===== src/rtl/dff_bank_ctrl.sv =====
// dff_bank_ctrl: two-requester round-robin controller for a WIDTH-bit register
// bank. The winning requester's command (CLEAR/PRESET/LOAD/SHIFT) and operand
// are latched at grant time and executed to completion, ending with a
// one-cycle done pulse.
//
// Ports:
//   clk            - clock, rising edge
//   clr            - asynchronous active-low reset
//   req[1:0]       - request from requester 0 (bit 0) / requester 1 (bit 1)
//   cmd0, cmd1     - per-requester command: 00 CLEAR, 01 PRESET, 10 LOAD, 11 SHIFT
//   data0, data1   - per-requester operand
//   gnt[1:0]       - one-hot grant, held from EXEC through DONE
//   done           - one-cycle completion pulse
//   busy           - high whenever the controller is not idle
//   q              - register bank contents
//   ser_out        - serial output, equal to q[0]
//   parity         - XOR of q; present only with DFF_BANK_CTRL_PARITY_EN defined
module dff_bank_ctrl #(
  parameter int WIDTH = 8
) (
  input  logic             clk,
  input  logic             clr,
  input  logic [1:0]       req,
  input  logic [1:0]       cmd0,
  input  logic [1:0]       cmd1,
  input  logic [WIDTH-1:0] data0,
  input  logic [WIDTH-1:0] data1,
  output logic [1:0]       gnt,
  output logic             done,
  output logic             busy,
  output logic [WIDTH-1:0] q,
  output logic             ser_out
`ifdef DFF_BANK_CTRL_PARITY_EN
  ,
  output logic             parity
`endif
);

  localparam int unsigned CNT_W = $clog2(WIDTH);

  localparam logic [1:0] CMD_CLEAR  = 2'b00;
  localparam logic [1:0] CMD_PRESET = 2'b01;
  localparam logic [1:0] CMD_LOAD   = 2'b10;
  localparam logic [1:0] CMD_SHIFT  = 2'b11;

  typedef enum logic [1:0] {
    S_IDLE  = 2'b00,
    S_EXEC  = 2'b01,
    S_SHIFT = 2'b10,
    S_DONE  = 2'b11
  } state_t;

  state_t             state_q, state_d;
  logic [1:0]         gnt_q, gnt_d;
  logic [1:0]         cmd_q, cmd_d;
  logic [WIDTH-1:0]   data_q, data_d;
  logic [WIDTH-1:0]   q_q, q_d;
  logic [CNT_W-1:0]   cnt_q, cnt_d;
  logic               prio_q, prio_d;
  logic               done_q, done_d;
  logic               busy_q, busy_d;
  logic               win_c;

  // State and datapath registers
  always_ff @(posedge clk or negedge clr) begin
    if (!clr) begin
      state_q <= S_IDLE;
      gnt_q   <= '0;
      cmd_q   <= '0;
      data_q  <= '0;
      q_q     <= '0;
      cnt_q   <= '0;
      prio_q  <= 1'b0;
      done_q  <= 1'b0;
      busy_q  <= 1'b0;
    end else begin
      state_q <= state_d;
      gnt_q   <= gnt_d;
      cmd_q   <= cmd_d;
      data_q  <= data_d;
      q_q     <= q_d;
      cnt_q   <= cnt_d;
      prio_q  <= prio_d;
      done_q  <= done_d;
      busy_q  <= busy_d;
    end
  end

  // Next-state, arbitration and bank update
  always_comb begin
    state_d = state_q;
    gnt_d   = gnt_q;
    cmd_d   = cmd_q;
    data_d  = data_q;
    q_d     = q_q;
    cnt_d   = cnt_q;
    prio_d  = prio_q;

    // Sole requester wins outright; on contention prio_q names the winner.
    win_c = (req == 2'b11) ? prio_q : req[1];

    case (state_q)
      S_IDLE: begin
        gnt_d = '0;
        if (req != 2'b00) begin
          gnt_d   = win_c ? 2'b10 : 2'b01;
          cmd_d   = win_c ? cmd1 : cmd0;
          data_d  = win_c ? data1 : data0;
          prio_d  = ~win_c;
          state_d = S_EXEC;
        end
      end
      S_EXEC: begin
        state_d = S_DONE;
        case (cmd_q)
          CMD_CLEAR:  q_d = '0;
          CMD_PRESET: q_d = '1;
          CMD_LOAD:   q_d = data_q;
          CMD_SHIFT: begin
            cnt_d   = '0;
            state_d = S_SHIFT;
          end
          default:    q_d = q_q;
        endcase
      end
      S_SHIFT: begin
        // LSB-first insert at the top: after WIDTH shifts q equals data_q.
        q_d   = {data_q[cnt_q], q_q[WIDTH-1:1]};
        cnt_d = CNT_W'(cnt_q + 1'b1);
        if (cnt_q == CNT_W'(WIDTH - 1)) begin
          state_d = S_DONE;
        end
      end
      S_DONE: begin
        state_d = S_IDLE;
        gnt_d   = '0;
      end
      default: state_d = S_IDLE;
    endcase

    done_d = (state_d == S_DONE);
    busy_d = (state_d != S_IDLE);
  end

  assign gnt     = gnt_q;
  assign done    = done_q;
  assign busy    = busy_q;
  assign q       = q_q;
  assign ser_out = q_q[0];

`ifdef DFF_BANK_CTRL_PARITY_EN
  assign parity = ^q_q;
`endif

endmodule

===== config.mk =====
export PLATFORM = sky130hd
export DESIGN_NAME = dff_bank_ctrl
export DESIGN_NICKNAME = d
export VERILOG_FILES = /design/src/rtl/dff_bank_ctrl.sv
export SDC_FILE = /design/constraint.sdc
export NUM_CORES = 1
export LEC_CHECK = 0
export ABC_AREA = 1
export CAP_MARGIN = 20
export CELL_PAD_IN_SITES_DETAIL_PLACEMENT = 0
export CELL_PAD_IN_SITES_GLOBAL_PLACEMENT = 1
export CORE_MARGIN = 1.5
export CORE_UTILIZATION = 38
export CTS_CLUSTER_SIZE = 30
export DETAILED_ROUTE_END_ITERATION = 16
export PLACE_DENSITY = 0.94
export RECOVER_POWER = 50
export SLEW_MARGIN = 40
export SYNTH_ARGS = -nofsm -noshare
export SYNTH_HDL_FRONTEND = slang
export SYNTH_SLANG_ARGS = --single-unit

===== constraint.sdc =====
create_clock -name clk -period 3.93 [get_ports clk]
set_input_delay 0.393 -clock clk [delete_from_list [all_inputs] [get_ports clk]]
set_output_delay 0.393 -clock clk [all_outputs]
set_load 0.02 [all_outputs]

==> reports/metrics.csv, run 1 <==
metric,value,unit
status,"complete, no violations",
ys_types,22,
maxSlewHeadroom,0.008154,
crit_cells,2,
routedWlPerCell,11.91,um
cap_violations,0,
grt_pass1_wl,5.602,mm
io_buffer_count,36,
die_y,66.02,um
setup_tns,0,ps
syn-num-nets,213,
fin_crit_sh,0.4728,
end_kind,async pin,
post-route-drc-count,0,
yosys-top-cells-area,"dfrtp_1, ha_1, inv_1",
ctsHoldBuffers,0,
viasPerCell,4.847,
syn_area,0.001509,sq mm
final_nets,249,
max_freq,0.5382,GHz
io_pins,37,
root_buffer,clkbuf_8,
worstMarginPinSlew,1488,ps
synth_ff_type,dfrtp_1,
fin_skew,2.336,ps
cts_buffer_depth,2,
cp.required,4070,ps
diodes,0,
reg2regPathDepth,6,
cp_num_buf_inv,2,
crit_path_start,clr,
syn-mean-instance-area,8.477,sq um
numClockSinks,28,
postLayoutCoreUtil,0.5234,
cts_resized,0,
first_iter_violations,58,
dp_hpwl,2.317,mm
ant_nets,0,
antenna_found_initial,0,
insertion_delay,280,ps
num_vias,1265,
overflow,0,
slew_viol_final,0,
htreeDepth,1,
synth_enable_flop_cells,0,
min_period,1858,ps
core-area,0.003744,sq mm
grt_usage,0.1676,
cts_tree,yes,
start_kind,input port,
setup_viol,0,
fp-row-count,22,
path_clk_slew,90,ps
post_cts_buffers,0,
grt_pass1_vias,1276,
p_leak,0.8866,nW
rsz0062_at_grt,false,
drt_first_pass_iters,4,
die_area,0.004358,sq mm
die_w,66.02,um
critPathMaxFanout,28,
finalWirelength,3.109,mm
grt_max_degree,29,
ys_seq_area_frac,0.4643,
hold_start,gnt[0],
drive_above_1_share,0.07042,
critPathTopFamily,buffers and inverters,
synth_top_cell_by_area,dfrtp_1,
gp_congestion,0.7606,
irDropWorstVdd,0.3256,mV
cp.arrival,2000,ps
whs_path_depth,2,
yosysTopAreaCellShare,0.4643,
synthArstFlopShare,1.000,
ys_ff_latch,28,
path_cells,dlygate4sd3_1 -> clkbuf_1,
path_class,in -> async,
cts_made_buffers,3,
synth_cells,178,
crit_slowest_cell,clkbuf_1,
ys.warnings.count,0,
power.density,866.4,mW/mm^2
initial_core_util,0.4031,
hold_viol,0,
worstHoldPathType,reg -> reg,
cpPeakStageDelay,1080,ps
r2r-start,state_q[0],
area_delta_synth_final,29.85,%
==> kinds of logic (layout without fill, tap and decap cells) <==
logic type	after synthesis	in the layout	synth area share
and+or+nand+nor	55	55	0.1675
AOI/OAI and AO/OA	52	52	0.1882
buffers and inverters	32	67	0.08872
DFF	28	28	0.4643
adders and majority gates	11	11	0.09121
==> state kept, by name (all words and copies together), names as in the netlist <==
signal and flops:
data_q 8, cnt_q 3, q 8, busy 1
done 1, state_q 2, gnt 2, prio_q 1
cmd_q 2
==> per-stage QoR <==
step | hold WS, ps | worst slack, ps | instances | power [mW] | area [sq um]
6_report | 493.2 | 2072 | 261 | 1.698 | 1959
4_1_cts | 495.0 | 2161 | 261 | 1.714 | 1963
3_5_place_dp | 478.1 | 1996 | 257 | 1.530 | 1908
2_1_floorplan | 97.41 | 2582 | 178 | 1.238 | 1509
5_1_grt | 510.8 | 1737 | 261 | 1.874 | 1959
3_3_place_gp | 468.1 | 1722 | 257 | 1.509 | 1906
==> synthesized netlist by cell type, types with 3 or more instances <==
cell,instances
dfrtp_1,28
inv_1,22
nor2_1,22
nand2_1,17
a21oi_1,14
o21ai_0,12
o21ai_1,12
ha_1,11
nand3_1,10
o22ai_1,10
buf_2,4
inv_2,3
==> worst paths after layout <==
check | endpoint | slack, ps
max reg2reg | data_q[7] | 2150
max | q[2] | 2070
max in group clk | data_q[7] | 2150
min in group asynchronous | gnt[0] | 990
min reg2reg | gnt[0] | 490
min | gnt[0] | 490
==> layout by cell type (no fill, tap or decap), drive strengths merged <==
master / netlist / final
clkdlybuf4s50: 0 / 34
nand3: 11 / 11
or2: 2 / 2
a31oi: 1 / 1
o31ai: 1 / 1
a21oi: 16 / 16
nand2: 18 / 18
o21ai: 24 / 24
inv: 26 / 26
dfrtp: 28 / 28
clkbuf: 1 / 5
o22ai: 10 / 10
dlygate4sd3: 0 / 2
nor2: 24 / 24
ha: 11 / 11
==> metal layers <==
metal  vias up  share of wire  track usage
met2        32           0.45       0.2702
met1       570           0.49       0.2249
met3         5          0.029      0.01022
met5         -              0            0
li1        658              -            -
met4         0          0.027      0.09184
==> final cells by class <==
class	instances	area, sq um
fill	376	1784
sequential	28	700.7
multi-input combinational	118	676.9
timing repair buffer	37	364.1
inverter	26	102.6
tap	48	60.06
clock buffer	4	55.05
==> power breakdown <==
group          internal (mW)  switching (mW)  leakage (nW)  total, mW
Sequential             0.439          0.0985         0.341      0.538
Combinational          0.398           0.582         0.517      0.979
Clock                 0.0899          0.0907        0.0288      0.181
Power figures use the tool's default switching activity.
==> run 2, diff against run 1 <==
Settings changed: CORE_UTILIZATION 38 to 36, PLACE_DENSITY 0.94 to 0.9.
Clock period 3.93 ns to 1.9 ns, I/O delays scaled along.
==> run 2 against run 1 <==
  * Worst hold slack got worse by 12 ps
  * First-iteration DRC count increased by 71%
  * Die area up 5.3%
  * Highest routed layer unchanged
  * Register-to-register slack lost 1800 ps
  * Sequential power is 110% higher
  * Setup slack got worse by 1700 ps
  * Cell count up 1.5%
  * Cell area grew 0.38%
  * Critical path depth increased by 5
  * Sequential share of layout area fell by 0.14 points
  * Flip-flop and latch count did not move
  * Count of clock-buffer cells in the layout down 1
==> reports/metrics.csv, run 2 (synthesis gave the netlist of run 1 again) <==
metric,value,unit,change
path_class,reg -> reg,,
core-area,0.004029,sq mm,+7.6%
cpPeakStageDelay,410,ps,-670 ps
worstMarginPinSlew,695.7,ps,-792.1 ps
setup_viol,0,,unchanged
antenna_found_initial,0,,unchanged
die_y,67.74,um,+2.6%
fin_crit_sh,0.8284,,
htreeDepth,1,,unchanged
drive_above_1_share,0.07907,,+0.008647
cts_made_buffers,3,,unchanged
cap_violations,0,,unchanged
crit_slowest_cell,dfrtp_1,,
io_buffer_count,36,,unchanged
gp_congestion,0.8019,,+5.4%
num_vias,1315,,+4.0%
layout_common_cells,"clkdlybuf4s50_1, dfrtp_1, inv_1, nor2_1, nand2_1",,
crit_cells,7,,+5
area_delta_synth_final,30.35,%,
path_clk_slew,90,ps,about the same
die_area,0.004589,sq mm,+5.3%
final_common_cell,clkdlybuf4s50_1,,
setup_tns,0,ps,unchanged
crit_top_cell,inv_1,,
dp_hpwl,2.458,mm,+6.1%
cts_tree,yes,,
numClockSinks,28,,unchanged
critPathMaxFanout,22,,-21%
finalWirelength,3.271,mm,+5.2%
max_freq,0.6354,GHz,
start_kind,flop,,
critPathTopFamily,buffers and inverters,,
fp-row-count,23,,+4.5%
die_w,67.74,um,+2.6%
fin_skew,1.611,ps,-0.7250 ps
io_pins,37,,unchanged
r2r-start,state_q[0],,
setup_slack,326.1,ps,-1746 ps
power.density,1780,mW/mm^2,+110%
cp.required,2090,ps,-1980 ps
routedWlPerCell,12.34,um,+3.6%
end_kind,flop,,
drt_first_pass_iters,4,,unchanged
diodes,0,,unchanged
grt_pass1_wl,5.561,mm,-0.73%
cp.arrival,1770,ps,-230 ps
first_iter_violations,99,,+71%
path_cells,inv_1 -> ha_1 -> inv_1 -> nor2_1 -> clkbuf_2 -> o21ai_0 -> o22ai_1,,
placedCellCount,262,,+1.9%
p_leak,0.8979,nW,+1.3%
cp_num_buf_inv,3,,+1
initial_core_util,0.3745,,-0.02854
maxSlewHeadroom,0.5362,,+0.5281
final_nets,252,,+1.2%
irDropWorstVdd,0.5262,mV,+62%
grt_pass1_vias,1179,,-7.6%
reg2regPathDepth,7,,+1
post_cts_buffers,0,,unchanged
cts_buffer_depth,2,,unchanged
post-place-ws,418.8,ps,-1578 ps
grt_max_degree,29,,unchanged
insertion_delay,270,ps,about the same
post-route-drc-count,0,,unchanged
cts_resized,0,,unchanged
status,"complete, no violations",,
ctsHoldBuffers,0,,unchanged
dpl_cell_area,0.001931,sq mm,+1.2%
min_period,1574,ps,
root_buffer,clkbuf_8,,
rsz0062_at_grt,false,,
ant_nets,0,,unchanged
rr_endpoint,data_q[7],,
viasPerCell,4.962,,+2.4%
final_cells,265,,+1.5%
whs,481.0,ps,-12.19 ps
hold_viol,0,,unchanged
worstHoldPathType,in -> async,,
grt_usage,0.1580,,-0.009680
rrSetupSlack,330,ps,-1820 ps
slew_viol_final,0,,unchanged
final_area,0.001967,sq mm,+0.38%
overflow,0,,unchanged
run 2: changes by cell type in the layout (fill, tap and decap cells not counted), sizes merged:
cell / change
buf: +2
clkdlybuf4s50: -2
dlygate4sd3: +2
run 2: final cells by class:
cell class / instances / area [sq um]
clock buffers: 3 / 41.29
fillers: 385 / 2062
inverters: 26 / 102.6
multi-input cells: 118 / 674.4
flip-flops and latches: 28 / 700.7
well taps: 50 / 62.56
repair buffers: 40 / 385.4
run 2: worst max path at each step:
stage                           end       start
after floorplan              gnt[0]  state_q[0]
after global placement     cmd_q[1]      req[1]
after detailed placement     gnt[0]  state_q[0]
after CTS                      q[2]        q[2]
after global routing       cmd_q[0]  state_q[0]
final                     data_q[7]  state_q[0]
run 2: power breakdown:
part,internal [mW],switching (mW)
Combinational,0.839,1.22
Sequential,0.908,0.217
Clock,0.142,0.177
Total,1.89,1.61
run 2: metrics by stage:
stage                     power, mW  utilization
after global placement        3.173       0.4792
after CTS                     3.538       0.4894
after detailed placement      3.213       0.4792
after global routing          3.831       0.4882
after floorplan               2.560            -
final                         3.501       0.4882
run 2: per-layer routing:
layer  vias to the layer above  wire [um]  global-route usage
li1                        662          -                   -
met1                       624       1674              0.2445
met2                        27       1487              0.2328
met3                         2         88             0.01667
met4                         0         21             0.03827
met5                         -          0                   0
==> run 3, diff against run 2 <==
Clock period 1.9 ns to 1.62 ns, I/O delays scaled along.
==> run 3 against run 2 <==
  * Total power is 19% higher
  * Setup slack worse by 210 ps
  * Utilization is 0.53 points higher
  * Largest cell class unchanged
  * Critical path type unchanged
  * Critical path depth is 3 lower
  * Cell count is 0.38% higher
  * Non-clock buffer count stayed put
  * Critical endpoint is now gnt[0]
  * Die area stayed put
==> reports/metrics.csv, run 3 (synthesis gave the netlist of run 1 again) <==
metric,value,unit,change
finalWirelength,3.214,mm,-1.7%
irDropWorstVdd,0.7319,mV,+39%
worstHoldPathType,in -> async,,
antenna_found_initial,0,,unchanged
num_vias,1307,,-0.61%
maxSlewHeadroom,0.5412,,+0.004994
drive_above_1_share,0.09259,,+0.01352
initial_core_util,0.3745,,unchanged
insertion_delay,270,ps,about the same
viasPerCell,4.914,,-0.98%
status,"complete, no violations",,
min_period,1502,ps,-71.79 ps
fp-row-count,23,,unchanged
core-area,0.004029,sq mm,unchanged
setup_tns,0,ps,unchanged
grt_pass1_wl,5.658,mm,+1.7%
slew_viol_final,0,,unchanged
start_kind,flop,,
path_clk_slew,100,ps,about the same
rrSetupSlack,120,ps,-210 ps
io_buffer_count,36,,unchanged
io_pins,37,,unchanged
cts_buffer_depth,2,,unchanged
numClockSinks,28,,unchanged
rr_endpoint,gnt[0],,
final_nets,252,,unchanged
cts_tree,yes,,
diodes,0,,unchanged
reg2regPathDepth,4,,-3
post-route-drc-count,0,,unchanged
area_delta_synth_final,31.76,%,
cp.required,1800,ps,-290 ps
first_iter_violations,119,,+20%
final_common_cell,clkdlybuf4s50_1,,
cap_violations,0,,unchanged
rsz0062_at_grt,false,,
dp_hpwl,2.467,mm,+0.37%
ant_nets,0,,unchanged
final_cells,266,,+0.38%
power.density,2103,mW/mm^2,+18%
gp_congestion,0.8210,,+2.4%
die_w,67.74,um,unchanged
fin_skew,2.418,ps,+0.8065 ps
max_freq,0.6657,GHz,+4.8%
cts_made_buffers,3,,unchanged
die_area,0.004589,sq mm,unchanged
p_leak,0.9027,nW,+0.53%
end_kind,flop,,
die_y,67.74,um,unchanged
grt_max_degree,29,,unchanged
grt_pass1_vias,1262,,+7.0%
placedCellCount,262,,unchanged
grt_usage,0.1606,,+0.002683
fin_crit_sh,0.9272,,+0.09886
power.total,4.181,mW,+19%
path_class,reg -> reg,,
setup_viol,0,,unchanged
crit_path_start,state_q[0],,
ctsHoldBuffers,0,,unchanged
worstMarginPinSlew,688.2,ps,-7.490 ps
cp.arrival,1680,ps,-90 ps
critPathMaxFanout,6,,-73%
hold_viol,0,,unchanged
drt_first_pass_iters,4,,unchanged
overflow,0,,unchanged
r2r-start,state_q[0],,
htreeDepth,1,,unchanged
crit_end,gnt[0],,
post_cts_buffers,0,,unchanged
routedWlPerCell,12.08,um,-2.1%
layout_common_cells,"clkdlybuf4s50_1, dfrtp_1, inv_1, nor2_1, nand2_1",,
root_buffer,clkbuf_8,,
## run 3: stage by stage
step	cell area, sq um	utilization	hold slack [ps]	worst slack, ps
CTS	1986	0.4929	283.4	51.81
global placement	1931	0.4792	474.8	139.0
finish	1988	0.4935	455.8	117.9
floorplan	1509	-	-133.6	271.5
global route	1988	0.4935	515.5	27.89
detailed placement	1931	0.4792	489.4	89.36
## run 3: worst max-delay path, cell delays in order, from the launching register on
cell	delay, ps
dfrtp_1	430
inv_1	140
ha_2	340
or2_1	260
o31ai_1	240
## run 3: worst min path at each step
stage	to	slack [ps]	cells after the start
3_3_place_gp	gnt[0]	470	2
5_1_grt	cmd_q[1]	520	3
3_5_place_dp	gnt[0]	490	2
2_1_floorplan	busy	-130	0
6_report	q[0]	460	2
4_1_cts	data_q[2]	280	2
## run 3: timing repair
action / CTS / global route
endpoints found under the setup margin: 0 / 7
hold endpoints to repair: 0 / 0
resized for setup: 0 / 2
## run 3: layout make-up
type,count,area (sq um)
sequential,28,700.7
timing repair buffer,40,387.9
inverter,26,102.6
tap,50,62.56
multi-input combinational,118,679.4
fill,400,2041
clock buffer,4,55.05
## run 3: report_power, final
part           total (mW)  internal [mW]  switching, mW
Sequential           1.32           1.06          0.252
Clock               0.431          0.217          0.214
Combinational        2.43           1.00           1.43
Total                4.18           2.28           1.90
## run 3: per-layer routing
layer | vias up | wire length, um | GRT usage
li1 | 665 | - | -
met1 | 609 | 1524 | 0.2320
met2 | 31 | 1561 | 0.2537
met3 | 2 | 111 | 0.01667
met4 | 0 | 17 | 0.04592
met5 | - | 0 | 0
